[src/rtl/mem_port_arbiter_if.sv]
// Signal bundle for mem_port_arbiter: the IF requester, the MEM requester,
// the external memory bus, the pipeline stall and the error flag.
//
// Handshake semantics (all rising-edge synchronous):
//   - Requester side: if_req / mem_rd / mem_wr act as "valid" and are held,
//     with stable address/data, until the matching one-cycle ack. The ack
//     cycle is the only cycle in which if_rdata / mem_rdata is guaranteed new.
//   - Bus side: bus_req acts as "valid" and bus_ready as "ready"; a transfer
//     completes on an edge where both are 1. bus_* outputs are stable while
//     bus_req=1 and bus_ready=0. bus_ready is ignored while bus_req=0.
interface mem_port_arbiter_if #(
  parameter int ADDR_W = 32,
  parameter int DATA_W = 32,
  parameter int BE_W   = DATA_W / 8
);
  // instruction fetch requester
  logic              if_req;
  logic [ADDR_W-1:0] if_addr;
  logic [DATA_W-1:0] if_rdata;
  logic              if_ack;
  // data access requester
  logic              mem_rd;
  logic              mem_wr;
  logic [ADDR_W-1:0] mem_addr;
  logic [DATA_W-1:0] mem_wdata;
  logic [BE_W-1:0]   mem_be;
  logic [DATA_W-1:0] mem_rdata;
  logic              mem_ack;
  // external memory bus
  logic              bus_req;
  logic              bus_we;
  logic [ADDR_W-1:0] bus_addr;
  logic [DATA_W-1:0] bus_wdata;
  logic [BE_W-1:0]   bus_be;
  logic [DATA_W-1:0] bus_rdata;
  logic              bus_ready;
  // pipeline status
  logic              stall;
  logic              err_rdwr;

  // arbiter view
  modport slave (
    input  if_req, if_addr, mem_rd, mem_wr, mem_addr, mem_wdata, mem_be,
    input  bus_rdata, bus_ready,
    output if_rdata, if_ack, mem_rdata, mem_ack,
    output bus_req, bus_we, bus_addr, bus_wdata, bus_be,
    output stall, err_rdwr
  );

  // pipeline + memory view
  modport master (
    output if_req, if_addr, mem_rd, mem_wr, mem_addr, mem_wdata, mem_be,
    output bus_rdata, bus_ready,
    input  if_rdata, if_ack, mem_rdata, mem_ack,
    input  bus_req, bus_we, bus_addr, bus_wdata, bus_be,
    input  stall, err_rdwr
  );
endinterface

[src/rtl/mem_port_arbiter.sv]
// mem_port_arbiter: shares one external memory port between instruction
// fetch and data access. One bus transaction at a time, arbitrary bus wait
// states, one-cycle ack with registered read data, combinational stall.
// Optional macro MEM_ARB_ROUND_ROBIN_EN: alternate grants on ties instead
// of fixed data-first priority.
// dbg_state exposes the FSM state (0 IDLE, 1 BUS_D, 2 BUS_I, 3 DONE).
module mem_port_arbiter #(
  parameter int ADDR_W = 32,
  parameter int DATA_W = 32,
  parameter int BE_W   = DATA_W / 8
) (
  input  logic               clk,
  input  logic               rst,
  mem_port_arbiter_if.slave  port,
  output logic [1:0]         dbg_state
);

  typedef enum logic [1:0] {
    IDLE  = 2'd0,
    BUS_D = 2'd1,
    BUS_I = 2'd2,
    DONE  = 2'd3
  } state_t;

  state_t state;
  state_t state_nxt;

  logic              bus_req_q;
  logic              bus_we_q;
  logic [ADDR_W-1:0] bus_addr_q;
  logic [DATA_W-1:0] bus_wdata_q;
  logic [BE_W-1:0]   bus_be_q;
  logic [DATA_W-1:0] if_rdata_q;
  logic [DATA_W-1:0] mem_rdata_q;
  logic              if_ack_q;
  logic              mem_ack_q;
  logic              err_rdwr_q;

  logic data_pend;
  logic grant_d;
  logic grant_i;
  logic bus_done;

  assign data_pend = port.mem_rd | port.mem_wr;
  // bus_ready only counts while a transfer is actually on the bus
  assign bus_done  = bus_req_q & port.bus_ready;

`ifdef MEM_ARB_ROUND_ROBIN_EN
  // last_d = 1 when data was the most recent grant; reset says "data", so
  // fetch wins the first tie.
  logic last_d;

  assign grant_d = data_pend & (~port.if_req | ~last_d);

  // remember who was served last on every grant
  always_ff @(posedge clk or posedge rst) begin
    if (rst) begin
      last_d <= 1'b1;
    end else if ((state == IDLE) && (data_pend || port.if_req)) begin
      last_d <= grant_d;
    end
  end
`else
  // data access always wins a tie
  assign grant_d = data_pend;
`endif

  assign grant_i = port.if_req & ~grant_d;

  // state register
  always_ff @(posedge clk or posedge rst) begin
    if (rst) begin
      state <= IDLE;
    end else begin
      state <= state_nxt;
    end
  end

  // next state: grant only from IDLE, hold until the bus completes, one ack cycle
  always_comb begin
    state_nxt = state;
    case (state)
      IDLE: begin
        if (grant_d) begin
          state_nxt = BUS_D;
        end else if (grant_i) begin
          state_nxt = BUS_I;
        end
      end
      BUS_D, BUS_I: begin
        if (bus_done) begin
          state_nxt = DONE;
        end
      end
      DONE:    state_nxt = IDLE;
      default: state_nxt = IDLE;
    endcase
  end

  // bus registers, read-data capture and one-cycle ack pulses
  always_ff @(posedge clk or posedge rst) begin
    if (rst) begin
      bus_req_q   <= 1'b0;
      bus_we_q    <= 1'b0;
      bus_addr_q  <= '0;
      bus_wdata_q <= '0;
      bus_be_q    <= '0;
      if_rdata_q  <= '0;
      mem_rdata_q <= '0;
      if_ack_q    <= 1'b0;
      mem_ack_q   <= 1'b0;
    end else begin
      if_ack_q  <= 1'b0;
      mem_ack_q <= 1'b0;
      case (state)
        IDLE: begin
          if (grant_d) begin
            // simultaneous rd+wr is resolved as a write
            bus_req_q   <= 1'b1;
            bus_we_q    <= port.mem_wr;
            bus_addr_q  <= port.mem_addr;
            bus_wdata_q <= port.mem_wdata;
            bus_be_q    <= port.mem_wr ? port.mem_be : '1;
          end else if (grant_i) begin
            bus_req_q  <= 1'b1;
            bus_we_q   <= 1'b0;
            bus_addr_q <= port.if_addr;
            bus_be_q   <= '1;
          end
        end
        BUS_D: begin
          if (bus_done) begin
            bus_req_q <= 1'b0;
            mem_ack_q <= 1'b1;
            if (!bus_we_q) begin
              mem_rdata_q <= port.bus_rdata;
            end
          end
        end
        BUS_I: begin
          if (bus_done) begin
            bus_req_q  <= 1'b0;
            if_ack_q   <= 1'b1;
            if_rdata_q <= port.bus_rdata;
          end
        end
        default: ;
      endcase
    end
  end

  // sticky decode error: read and write requested together
  always_ff @(posedge clk or posedge rst) begin
    if (rst) begin
      err_rdwr_q <= 1'b0;
    end else if (port.mem_rd && port.mem_wr) begin
      err_rdwr_q <= 1'b1;
    end
  end

  assign port.bus_req   = bus_req_q;
  assign port.bus_we    = bus_we_q;
  assign port.bus_addr  = bus_addr_q;
  assign port.bus_wdata = bus_wdata_q;
  assign port.bus_be    = bus_be_q;
  assign port.if_rdata  = if_rdata_q;
  assign port.if_ack    = if_ack_q;
  assign port.mem_rdata = mem_rdata_q;
  assign port.mem_ack   = mem_ack_q;
  assign port.err_rdwr  = err_rdwr_q;
  assign port.stall     = (data_pend & ~mem_ack_q) | (port.if_req & ~if_ack_q);
  assign dbg_state      = state;

endmodule

[src/flat_wrapper.sv]
// flat-port wrapper written by rule: the top's interface ports become plain ports
module mem_port_arbiter_flat 
#(
  parameter int ADDR_W = 32,
  parameter int DATA_W = 32,
  parameter int BE_W   = DATA_W / 8
)
  (clk, rst, dbg_state, port_if_req, port_if_addr, port_mem_rd, port_mem_wr, port_mem_addr, port_mem_wdata, port_mem_be, port_bus_rdata, port_bus_ready, port_if_rdata, port_if_ack, port_mem_rdata, port_mem_ack, port_bus_req, port_bus_we, port_bus_addr, port_bus_wdata, port_bus_be, port_stall, port_err_rdwr);
  mem_port_arbiter_if #(.ADDR_W(ADDR_W), .DATA_W(DATA_W), .BE_W(BE_W)) port_i ();
  input  logic clk;
  input  logic rst;
  output logic [1:0] dbg_state;
  input wire logic [$bits(port_i.if_req)-1:0] port_if_req;
  input wire logic [$bits(port_i.if_addr)-1:0] port_if_addr;
  input wire logic [$bits(port_i.mem_rd)-1:0] port_mem_rd;
  input wire logic [$bits(port_i.mem_wr)-1:0] port_mem_wr;
  input wire logic [$bits(port_i.mem_addr)-1:0] port_mem_addr;
  input wire logic [$bits(port_i.mem_wdata)-1:0] port_mem_wdata;
  input wire logic [$bits(port_i.mem_be)-1:0] port_mem_be;
  input wire logic [$bits(port_i.bus_rdata)-1:0] port_bus_rdata;
  input wire logic [$bits(port_i.bus_ready)-1:0] port_bus_ready;
  output wire logic [$bits(port_i.if_rdata)-1:0] port_if_rdata;
  output wire logic [$bits(port_i.if_ack)-1:0] port_if_ack;
  output wire logic [$bits(port_i.mem_rdata)-1:0] port_mem_rdata;
  output wire logic [$bits(port_i.mem_ack)-1:0] port_mem_ack;
  output wire logic [$bits(port_i.bus_req)-1:0] port_bus_req;
  output wire logic [$bits(port_i.bus_we)-1:0] port_bus_we;
  output wire logic [$bits(port_i.bus_addr)-1:0] port_bus_addr;
  output wire logic [$bits(port_i.bus_wdata)-1:0] port_bus_wdata;
  output wire logic [$bits(port_i.bus_be)-1:0] port_bus_be;
  output wire logic [$bits(port_i.stall)-1:0] port_stall;
  output wire logic [$bits(port_i.err_rdwr)-1:0] port_err_rdwr;
  assign port_i.if_req = port_if_req;
  assign port_i.if_addr = port_if_addr;
  assign port_i.mem_rd = port_mem_rd;
  assign port_i.mem_wr = port_mem_wr;
  assign port_i.mem_addr = port_mem_addr;
  assign port_i.mem_wdata = port_mem_wdata;
  assign port_i.mem_be = port_mem_be;
  assign port_i.bus_rdata = port_bus_rdata;
  assign port_i.bus_ready = port_bus_ready;
  assign port_if_rdata = port_i.if_rdata;
  assign port_if_ack = port_i.if_ack;
  assign port_mem_rdata = port_i.mem_rdata;
  assign port_mem_ack = port_i.mem_ack;
  assign port_bus_req = port_i.bus_req;
  assign port_bus_we = port_i.bus_we;
  assign port_bus_addr = port_i.bus_addr;
  assign port_bus_wdata = port_i.bus_wdata;
  assign port_bus_be = port_i.bus_be;
  assign port_stall = port_i.stall;
  assign port_err_rdwr = port_i.err_rdwr;
  mem_port_arbiter #(.ADDR_W(ADDR_W), .DATA_W(DATA_W), .BE_W(BE_W)) u_core (.clk(clk), .rst(rst), .port(port_i), .dbg_state(dbg_state));
endmodule
[config.mk]
export PLATFORM = sky130hd
export DESIGN_NAME = mem_port_arbiter_flat
export DESIGN_NICKNAME = d
export VERILOG_FILES = /design/src/rtl/mem_port_arbiter_if.sv /design/src/rtl/mem_port_arbiter.sv /design/src/flat_wrapper.sv
export SDC_FILE = /design/constraint.sdc
export NUM_CORES = 1
export LEC_CHECK = 0
export BUFFER_PORTS_ARGS = -buffer_cell sky130_fd_sc_hd__buf_2
export CAP_MARGIN = 40
export CORE_MARGIN = 8
export CORE_UTILIZATION = 50
export CTS_BUF_LIST = sky130_fd_sc_hd__clkbuf_4 sky130_fd_sc_hd__clkbuf_8
export DETAILED_ROUTE_END_ITERATION = 8
export HOLD_SLACK_MARGIN = 0.08
export PLACE_DENSITY = 0.9
export SYNTH_ARGS = -nofsm -noshare
export SYNTH_HDL_FRONTEND = slang
export SYNTH_SLANG_ARGS = --single-unit
export TNS_END_PERCENT = 50
[constraint.sdc]
create_clock -name clk -period 7.57 [get_ports clk]
set_input_delay 1.1355 -clock clk [delete_from_list [all_inputs] [get_ports clk]]
set_output_delay 1.1355 -clock clk [all_outputs]
set_load 0.005 [all_outputs]
Word-level counts from Yosys, hierarchy flattened. Index checks and enable logic that the tools add are counted.

Bits in registers: 139. Input bits: 138. Word-level logic and storage cells: 55.

Eq/ne operators: 5. Mux-type cells: 18. Bitwise gates (word level): 10. Reductions and logical operators: 11.

Operator list (count): two-way mux 32 bit (2); two-way mux 4 bit (3); two-way mux 1 bit (8); AND reduction 2 bit (4); two-way mux 2 bit (3); one-hot mux 2 bit (3 select lines) (1); AND reduction 3 bit (2); bitwise AND 1 bit (4); == test 2 bit (second input constant) (2); NOT 1 bit (4); nonzero test 2 bit (2); != test 3 x 1 -> 1 bit (second input constant) (1); == test 2 x 1 -> 1 bit (second input constant) (1); zero test 2 bit (1); != test 2 x 1 -> 1 bit (second input constant) (1); OR 1 bit (2); one-hot mux 1 bit (2 select lines) (1); OR reduction 2 bit (1); logical AND 1 bit (1).

Longest topological paths before layout.
Depth after elaboration: 6. Mapped depth: 7.

Least setup slack after synthesis. No wires, ideal clock.

Path type: input-to-output. Start: input port port_mem_wr. End: output port port_stall. Data arrival time: 1.472 ns. Setup slack: 4.962 ns. Stages: 3. Buffers on the path: 1. Cell sequence: buf_6 -> nor2_1 -> o22ai_1.

Word-level cells in the longest chain between the ends: 3.

Ends and longest elaborated chain: start, declared (line flat_wrapper.sv:16) `input wire logic [$bits(port_i.mem_wr)-1:0] port_mem_wr;`; OR 1 bit (line mem_port_arbiter.sv:44) `assign data_pend = port.mem_rd | port.mem_wr;`; bitwise AND 1 bit (line mem_port_arbiter.sv:171) `assign port.stall = (data_pend & ~mem_ack_q) | (port.if_req & ~if_ack_q);`; OR 1 bit (line mem_port_arbiter.sv:171); end, declared (line flat_wrapper.sv:31) `output wire logic [$bits(port_i.stall)-1:0] port_stall;`.

No other way between the ends.

Final worst setup path. Ends and elaborated chain as after synthesis.

==> flow_metrics.tcl <==
set metrics [dict create \
    status "finished clean" \
    routabilityCongestion 0.7738 \
    numPortBuffers 277 \
    synth.largest_area_cell "dfrtp_1" \
    cts_htree_levels 4 \
    synth_cell_types 28 \
    met3_length_um 1269 \
    wl_met1_um 5565 \
    instances_no_fill 831 \
    fp.dieW_um 121.9 \
    tns_ns 0 \
    synth_top_area_frac 0.6204 \
    yosys.area_share.xor_xnor 0 \
    cts-resized-gates 0 \
    dr_wl_met2_um 8396 \
    path_class "primary input to output pin" \
    path_delay_family "buffers and inverters" \
    synth_seq_cells 139 \
    area_growth_pct 34.26 \
    numPlacedInstances 799 \
    worstPathMaxFanout 10 \
    cts_buffers 17 \
    antenna_cells 0 \
    synth_ff_type "dfrtp_1" \
    slowest_stage "buf_2" \
    grt_pass1_vias 4676 \
    async_flop_share 1.000 \
    cap_violations 0 \
    grt_start_max_net_pins 65 \
    path_buf_inv 2 \
    antenna_left 0 \
    initial_utilization 0.5149 \
    post-route-period-util 0.3806 \
    worst_ep_arrival_time_ns 1.75 \
    cts_hold_buf 0 \
    clock.fmax_ghz 0.3471 \
    synthTopCellsByArea "dfrtp_1, mux2_1, mux2i_1" \
    routed_wl_um 15680 \
    yosys.area_share.simple 0.04218 \
    clkTransAtPathRegs_ns 0.08 \
    cts_sinks 139 \
    io_pins 278 \
    crit_path_end_kind "output pin" \
    first_pass_iters 4 \
    core_area_um2 10890 \
    rows 38 \
    synth_mux_area_frac 0.2517 \
    rsz0062_at_grt "false" \
    finalPower_mw 3.049 \
    finalSetupViolCount 0 \
    drt_iter0_drc 232 \
    synth_edf_count 0 \
    grt_pass1_wl_um 24190 \
    cts_tree "yes" \
    p_leak_nw 3.996 \
    clock_path_buffers 2 \
    hpwl_um 12400 \
    ir_drop_uv 199.0 \
    drv_slew 0 \
    cts_setup_buffers 0 \
    worstMarginPinSlew_ns 0.7964 \
    startpoint_type "primary input" \
    viasPerCell 5.016 \
    crit_chain "buf_2 -> nor2_1 -> o22ai_1 -> buf_2" \
    clock_latency_ns 0.43 \
    cts_root_buf "clkbuf_8" \
    final_util 0.6913 \
    overflow 0 \
    track_usage 0.2097 \
    ys_warn_count 0 \
    crit_required_ns 6.43 \
    synth_adder_area_share 0.01116 \
    synth_top_family_by_area "multiplexers" \
    clock-skew-final_ns 0.007363 \
    hold_class "register to register" \
    slew_headroom 0.4672 \
    vias 4168 \
    final_net_count 821 \
    synth.cell_area_um2 5607 \
    wl_per_cell_um 18.86 \
    p_per_area_nw_per_um2 405.1 \
    holdWs_ns 0.4712 \
    antenna_found_initial 0 \
    min_period_ns 2.881 \
    layout-drive-gt1-share 0.4776 \
    synth_nets 541 \
    routed.top_layer "met4" \
    die_area_um2 14860 \
    drc 0 \
    die_h_um 121.9 \
    crit_top_cell "buf_2" \
    finalHoldViolCount 0 \
    ys_seq_area_frac 0.6204 \
    syn-mean-instance-area_um2 14.09 \
    synthCells 398 \
    synth_compound_area_frac 0.04575 \
    max_stage_delay_ns 0.21 \
]
-- routing by layer --
metal,up-vias,GRT usage
met5,-,0
met4,0,0.09792
met3,33,0.06525
met2,182,0.3796
met1,2013,0.2168
li1,1940,-
-- synth_stat cells (all sizes together) (2+ instances only) --
cell and count:
nand2b 2, ha 5, buf 17, mux2i 33, inv 5, nand2 41, clkbuf 5, o31ai 2
a21oi 2, mux2 96, nor2b 5, dfrtp 139, o21ai 37
-- cell type report --
cell class	count	area, µm²
inverters	5	23.77
flip-flops and latches	139	3478
repair buffers	283	1451
well taps	140	175.2
clock buffers	20	269.0
fillers	743	3361
multi-input cells	232	1967
clock inverters	12	162.7
-- metrics by stage --
stage / area (µm²) / setup slack (ns)
after floorplan: 5607 / 2.710
after global placement: 7068 / 4.689
after detailed placement: 7096 / 4.681
after CTS: 7527 / 4.680
after global routing: 7527 / 4.634
final: 7527 / 4.689
-- cells in the final DEF, fill, tap and decap left out, types with 2 or more instances in the layout --
master | synthesis | routed
mux2i_1 | 33 | 33
dfrtp_1 | 139 | 139
mux2_1 | 86 | 86
a21oi_1 | 2 | 2
nand2_1 | 40 | 40
mux2_2 | 10 | 10
clkbuf_8 | 0 | 19
nor2b_1 | 5 | 5
buf_4 | 3 | 5
buf_2 | 9 | 277
o21ai_1 | 36 | 36
inv_1 | 5 | 4
bufinv_16 | 0 | 3
inv_6 | 0 | 3
nand2b_1 | 2 | 2
ha_1 | 5 | 5
clkinvlp_4 | 0 | 4
-- worst paths after layout --
| check | startpoint | to | slack (ns) | cells past startpoint |
|---|---|---|---|---|
| worst max-delay path | port_mem_wr | port_stall | 4.69 | 4 |
| worst min-delay path | u_core.port.err_rdwr | u_core.port.err_rdwr | 0.47 | 1 |
| worst max register to register | u_core.dbg_state[0] | u_core.port.bus_wdata[12] | 5.53 | 4 |
| worst min register to register | u_core.port.err_rdwr | u_core.port.err_rdwr | 0.47 | 1 |
| max in group asynchronous | rst | u_core.port.bus_addr[18] | 5.73 | 4 |
| min in group asynchronous | rst | u_core.port.bus_wdata[18] | 0.73 | 2 |
-- report_power, final --
group          switching [mW]  internal, mW
Sequential              0.194          1.12
Combinational           0.542         0.557
Clock                   0.290         0.351
-- cells by family after synthesis --
kind of cell | Yosys count
mux | 129
buf+inv | 27
compound gates | 45
fa+ha+maj | 5
flops | 139
simple gates | 53
-- registers in the layout (all words and copies together) (netlist names) --
signal / count
u_core.port.if_rdata: 32
u_core.port.bus_be: 4
u_core.port.bus_addr: 32
u_core.port.if_ack: 1
u_core.port.bus_wdata: 32
u_core.port.mem_ack: 1
u_core.dbg_state: 2
u_core.port.err_rdwr: 1
u_core.port.bus_req: 1
u_core.port.bus_we: 1
u_core.port.mem_rdata: 32
(Power assumes the default switching activity.)
